## config.mk

```make
export PLATFORM = sky130hd
export DESIGN_NAME = free_list
export DESIGN_NICKNAME = d
export VERILOG_FILES = /design/src/rtl/free_list.sv
export SDC_FILE = /design/constraint.sdc
export NUM_CORES = 1
export LEC_CHECK = 0
export ABC_AREA = 1
export CAP_MARGIN = 20
export CORE_UTILIZATION = 50
export CTS_CLUSTER_DIAMETER = 150
export DETAILED_ROUTE_END_ITERATION = 16
export PLACE_DENSITY = 0.69
export SLEW_MARGIN = 20
export SYNTH_ARGS = -nofsm -noshare
export SYNTH_HDL_FRONTEND = slang
export SYNTH_SLANG_ARGS = --single-unit
```

## constraint.sdc

```tcl
create_clock -name clk -period 2.37 [get_ports clk]
set_clock_uncertainty 0.1 [all_clocks]
set_input_delay 0.474 -clock clk [delete_from_list [all_inputs] [get_ports clk]]
set_output_delay 0.474 -clock clk [all_outputs]
set_load 0.02 [all_outputs]
```

## src/rtl/free_list.sv

```systemverilog
// ---------------------------------------------------------------------------
// free_list
//
// Circular FIFO of free physical register indices for the rename stage.
// The head entry is offered to the RAT (first-word-fall-through); the ROB
// returns the previous mapping of a committed destination at the tail.
// A mispredict flush returns every speculatively allocated register in one
// cycle by moving head to sit one full lap behind tail.
//
// Ports
//   clk              : clock, all state updates on the rising edge
//   rst              : synchronous active-low reset (0 = reset)
//   flush            : mispredict recovery strobe
//   alloc_en         : dispatch consumes the head entry this cycle
//   free_valid       : head entry is available (FIFO not empty)
//   free_preg        : head entry, to the RAT pd_dispatch port
//   commit_free_en   : ROB commit returns a physical register
//   commit_free_preg : physical register being returned (0 is never queued)
//   free_count       : number of entries held, 0..D
//   overflow_err     : sticky flag, set on an enqueue attempted while full
//
// Handshake: a dequeue happens on an edge where alloc_en=1 and free_valid=1
// (and flush=0); free_preg is the value consumed. An enqueue happens on an
// edge where commit_free_en=1 and commit_free_preg!=0, provided the list is
// not full or a dequeue happens on the same edge.
// ---------------------------------------------------------------------------
module free_list #(
    parameter int P_REG_NUM    = 64,
    parameter int ARCH_REG_NUM = 32
) (
    input  logic                                      clk,
    input  logic                                      rst,
    input  logic                                      flush,
    input  logic                                      alloc_en,
    output logic                                      free_valid,
    output logic [$clog2(P_REG_NUM)-1:0]              free_preg,
    input  logic                                      commit_free_en,
    input  logic [$clog2(P_REG_NUM)-1:0]              commit_free_preg,
    output logic [$clog2(P_REG_NUM-ARCH_REG_NUM):0]   free_count,
    output logic                                      overflow_err
);

    localparam int D  = P_REG_NUM - ARCH_REG_NUM;
    localparam int PW = $clog2(P_REG_NUM);
    localparam int IW = $clog2(D);
    localparam int CW = IW + 1;

    logic [PW-1:0] entry_q [D];
    logic [PW-1:0] entry_d [D];
    logic [CW-1:0] head_q, head_d;
    logic [CW-1:0] tail_q, tail_d;
    logic          overflow_q, overflow_d;

    logic          empty;
    logic          full;
    logic          enq_req;
    logic          deq;
    logic          enq;

    // Advance a pointer: index wraps from D-1 to 0 and the phase bit toggles.
    function automatic logic [CW-1:0] ptr_inc(input logic [CW-1:0] p);
        logic [CW-1:0] r;
        if (p[IW-1:0] == IW'(D - 1)) begin
            r = {~p[IW], {IW{1'b0}}};
        end else begin
            r = p + CW'(1);
        end
        return r;
    endfunction

    always_comb begin
        empty = (head_q == tail_q);
        full  = (head_q[IW-1:0] == tail_q[IW-1:0]) && (head_q[IW] != tail_q[IW]);

        // Same phase: plain difference. Different phase: tail is one lap ahead.
        if (head_q[IW] == tail_q[IW]) begin
            free_count = {1'b0, tail_q[IW-1:0]} - {1'b0, head_q[IW-1:0]};
        end else begin
            free_count = CW'(D) + {1'b0, tail_q[IW-1:0]} - {1'b0, head_q[IW-1:0]};
        end

        free_valid   = !empty;
        free_preg    = entry_q[head_q[IW-1:0]];
        overflow_err = overflow_q;
    end

    always_comb begin
        enq_req = commit_free_en && (commit_free_preg != '0);
        deq     = alloc_en && !empty && !flush;
        // When full, an enqueue is only legal if the head slot frees this edge.
        enq     = enq_req && (!full || deq);

        entry_d = entry_q;
        if (enq) begin
            entry_d[tail_q[IW-1:0]] = commit_free_preg;
        end

        tail_d = enq ? ptr_inc(tail_q) : tail_q;

        // Flush: slots dequeued since the last commit still hold their
        // indices, so placing head one lap behind tail returns exactly the
        // speculative allocations.
        if (flush) begin
            head_d = {~tail_d[IW], tail_d[IW-1:0]};
        end else if (deq) begin
            head_d = ptr_inc(head_q);
        end else begin
            head_d = head_q;
        end

        overflow_d = overflow_q | (enq_req && full && !deq);
    end

    always_ff @(posedge clk) begin
        if (!rst) begin
            for (int i = 0; i < D; i++) begin
                entry_q[i] <= PW'(ARCH_REG_NUM + i);
            end
            head_q     <= '0;
            tail_q     <= {1'b1, {IW{1'b0}}};
            overflow_q <= 1'b0;
        end else begin
            entry_q    <= entry_d;
            head_q     <= head_d;
            tail_q     <= tail_d;
            overflow_q <= overflow_d;
        end
    end

endmodule

```

==> metrics.md <==
| Metric | Value |
|---|---|
| Netlist cell types | 34 |
| Final worst setup slack | -323 ps |
| Worst path depth | 10 |
| Largest net degree at the start of global routing | 69 |
| CP max FO | 12 |
| Switching pwr | 3.86 mW |
| Post-synthesis sequential area ratio | 38.3% |
| Vias/cell | 5.64 |
| Core area | 21,000 um2 |
| Cells along the critical path | buf_8 > buf_12 > a21oi_2 > o21ai_1 > nand3_1 > nand2_1 > nand2_2 > nand3_1 > and2_4 > buf_4 |
| PortBufs | 24 |
| Cell mode on critical path | nand3_1 |
| Hold Buf Count CTS | 0 |
| Yosys warns | 0 |
| H-tree Lvls | 1 |
| Count leader, synth | nand2_1 |
| Area share of the largest cell type after synthesis | 38.3% |
| Final setup vio count | 12 |
| CP top delay family | simple AND/OR/NAND/NOR gates |
| Syn nets | 1,638 |
| Ant diodes | 0 |
| Synth Register Bits | 205 |
| First-pass GRT wire length | 53,500 um |
| Reg clk slew, reported paths | 60 ps |
| Fillers | 1,904 |
| Area delta synth->final | 20.7% |
| Final hold slack | 232 ps |
| VDD IR max | 0.561 mV |
| Critical path arrival | 2120 ps |
| Worst r2r path cells | 11 |
| Hold path cells | 2 |
| Final-report max-slew violation count | 0 |
| Commonest cells post-synth | nand2_1 (466), nand3_1 (340), dfxtp_1 (205) |
| DR DRC count | 0 |
| First-iteration detailed-routing DRC count | 1,282 |
| Fin cells | 1,948 |
| Total CTS buffers | 23 |
| Achievable clock frequency | 371 MHz |
| Tot GR Track Use | 30.6% |
| Endpoint class of the critical path | output port |
| # nets final | 1,682 |
| Vias in the first global route | 10.0k |
| Starting Density | 50.9% |
| Worst setup SP type | register |
| Routability Congestion | 0.904 |
| Total die area | 22,000 um2 |
| Worst path buffer plus inverter count | 3 |
| Max stage delay cell, worst path | dfxtp_4 |
| Synth Area per Inst | 6.63 um2 |
| Worst setup path endpoint | free_preg[3] |
| Crit path largest cell delay | 400 ps |
| Failing checks | negative setup slack |
| Switch share | 34.6% |
| MaxCap Viol Count | 0 |
| RR Endpoint | entry_q[5]$_SDFFE_PN1P_ |
| Routed wire length | 33,600 um |
| Sequential share of power | 32.5% |
| Initial antenna violation count | 0 |
| Post-DR wirelength/cell | 17.3 um |
| Final ANT Viol Nets | 0 |
| Rel. slew slack | 54.3% |
| Pleak | 6.46 nW |
| CTS sink cnt | 205 |
| Height of the die | 148 um |
| Worst path required time | 1800 ps |
| Site row count | 53 |
| Post-Place Cells | 1,899 |
| Clock Tree Buf Depth | 3 |
| Internal | 7.30 mW |
| Synth Flop Type | dfxtp_1 |
| Die width | 148 um |
| Final worst path period share | 114% |
| Post-Syn Instances | 1,614 |
| Io pins | 25 |
| Mapped Area | 10,700 um2 |
| Tightest Pin Transition | 686 ps |
| Clock power frac | 32.7% |
| Vias | 11.0k |
| Crit Path Class | reg -> out |
| Layout cell share with drive strength beyond 1 | 15.0% |
| RR Startpoint | head_q[1]$_SDFFE_PN0P_ |
| Status | finished, violations left |
| Area contributors post-synth | dfxtp_1 (38%), nand2_1 (16%), nand3_1 (16%) |
| Tmin final | 2690 ps |
| R2R Setup Slk | 110 ps |
| Min-Delay Path Class | in -> reg |
| GRT overflow | 0 |
| EDFF count, synth | 0 |
| Power density cells | 864 nW/um2 |
| Async set-reset flop share out of synthesis | 0% |
| Comb power frac | 34.7% |
| Final hold vios | 0 |
| CTS tree | yes |
| RSZ-0062 raised after global routing | yes |
| DR pass1 iterations | 6 |
| Cell accounting for the most synthesized area | dfxtp_1 |
| Crit path from | head_q[0]$_SDFFE_PN0P_ |
| Worst-Skew Late Latency | 510 ps |
| DP HPWL | 21,300 um |
| Root Driver | clkbuf_16 |
layer usage:
metal  global-route usage [%]  share of wire [%]  vias to the layer above
met1                     42.1                 43                     5075
met2                     48.0                 44                      511
li1                         -                  -                     5302
met3                     4.85                8.5                       93
met5                        0                  0                        -
met4                     11.8                4.0                        0
metrics by stage:
step,power (mW),TNS [ps],setup slack [ps],instance area (um2),utilization (%)
2_1_floorplan,5.76,0,20.0,10700,-
3_3_place_gp,7.14,-9740,-274,11800,56.3
3_5_place_dp,7.17,-11370,-289,11800,56.3
4_1_cts,11.0,-2840,-322,12800,60.7
5_1_grt,11.7,-3930,-413,12900,61.5
6_report,11.2,-3060,-323,12900,61.5
worst register-to-register path: stages, from the launching register on:
cell and delay (ps):
dfxtp_4 370, clkinv_4 80, ha_1 350, nand3_1 100, nor2_2 60, buf_4 130
o211ai_4 130, nand2_4 150, nor2_4 220, nand2_1 220, nand2_1 150, nand3_1 70
worst min-delay path by stage:
stage | end | startpoint
5_1_grt | entry_q[104]$_SDFFE_PN1P_ | rst
2_1_floorplan | entry_q[5]$_SDFFE_PN1P_ | entry_q[5]$_SDFFE_PN1P_
3_3_place_gp | entry_q[4]$_SDFFE_PN1P_ | entry_q[4]$_SDFFE_PN1P_
4_1_cts | entry_q[110]$_SDFFE_PN1P_ | rst
6_report | entry_q[99]$_SDFFE_PN1P_ | rst
3_5_place_dp | entry_q[1]$_SDFFE_PN1P_ | entry_q[1]$_SDFFE_PN1P_
layout by cell type, fill, tap and decap left out, drive strengths merged, types with 12 or more instances in the layout:
cell,instances
o21ai,56
nand4,33
nand2,468
clkbuf,34
ha,12
inv,106
a21oi,64
buf,128
dfxtp,205
nor2,189
nand3,340
state kept, by name, summed over array words and instances, names as in the netlist:
signal,count
entry_q,192
head_q,6
tail_q,6
overflow_err,1
power groups by stage:
stage	clock [mW]	sequential, mW	combinational [mW]
2_1_floorplan	0	3.69	2.08
3_3_place_gp	0	3.69	3.45
3_5_place_dp	0	3.69	3.48
4_1_cts	3.71	3.63	3.63
5_1_grt	3.87	3.64	4.14
6_report	3.66	3.63	3.88
logic make-up after synthesis:
logic type,Yosys count,share of synthesized area (%)
simple gates,1038,44.6
buf+inv,230,9.20
flops,205,38.3
compound gates,122,5.80
fa+ha+maj,13,1.59
xor+xnor,6,0.491
final cells by class:
type	count	area [um2]	share of cell area, %
clock buffers	32	681	5.27
clock inverters	8	92.6	0.716
inverters	108	414	3.20
multi-input cells	1179	5780	44.7
flip-flops and latches	205	4110	31.8
well taps	275	344	2.66
repair buffers	141	1510	11.6
what timing repair did:
action | 4_1_cts | 5_1_grt
setup buffers | 4 | 2
setup endpoints to repair | 21 | 34
cloned | 1 | 2
pin swaps | 7 | 1
resized for setup | 97 | 40
(Power assumes the default switching activity.)
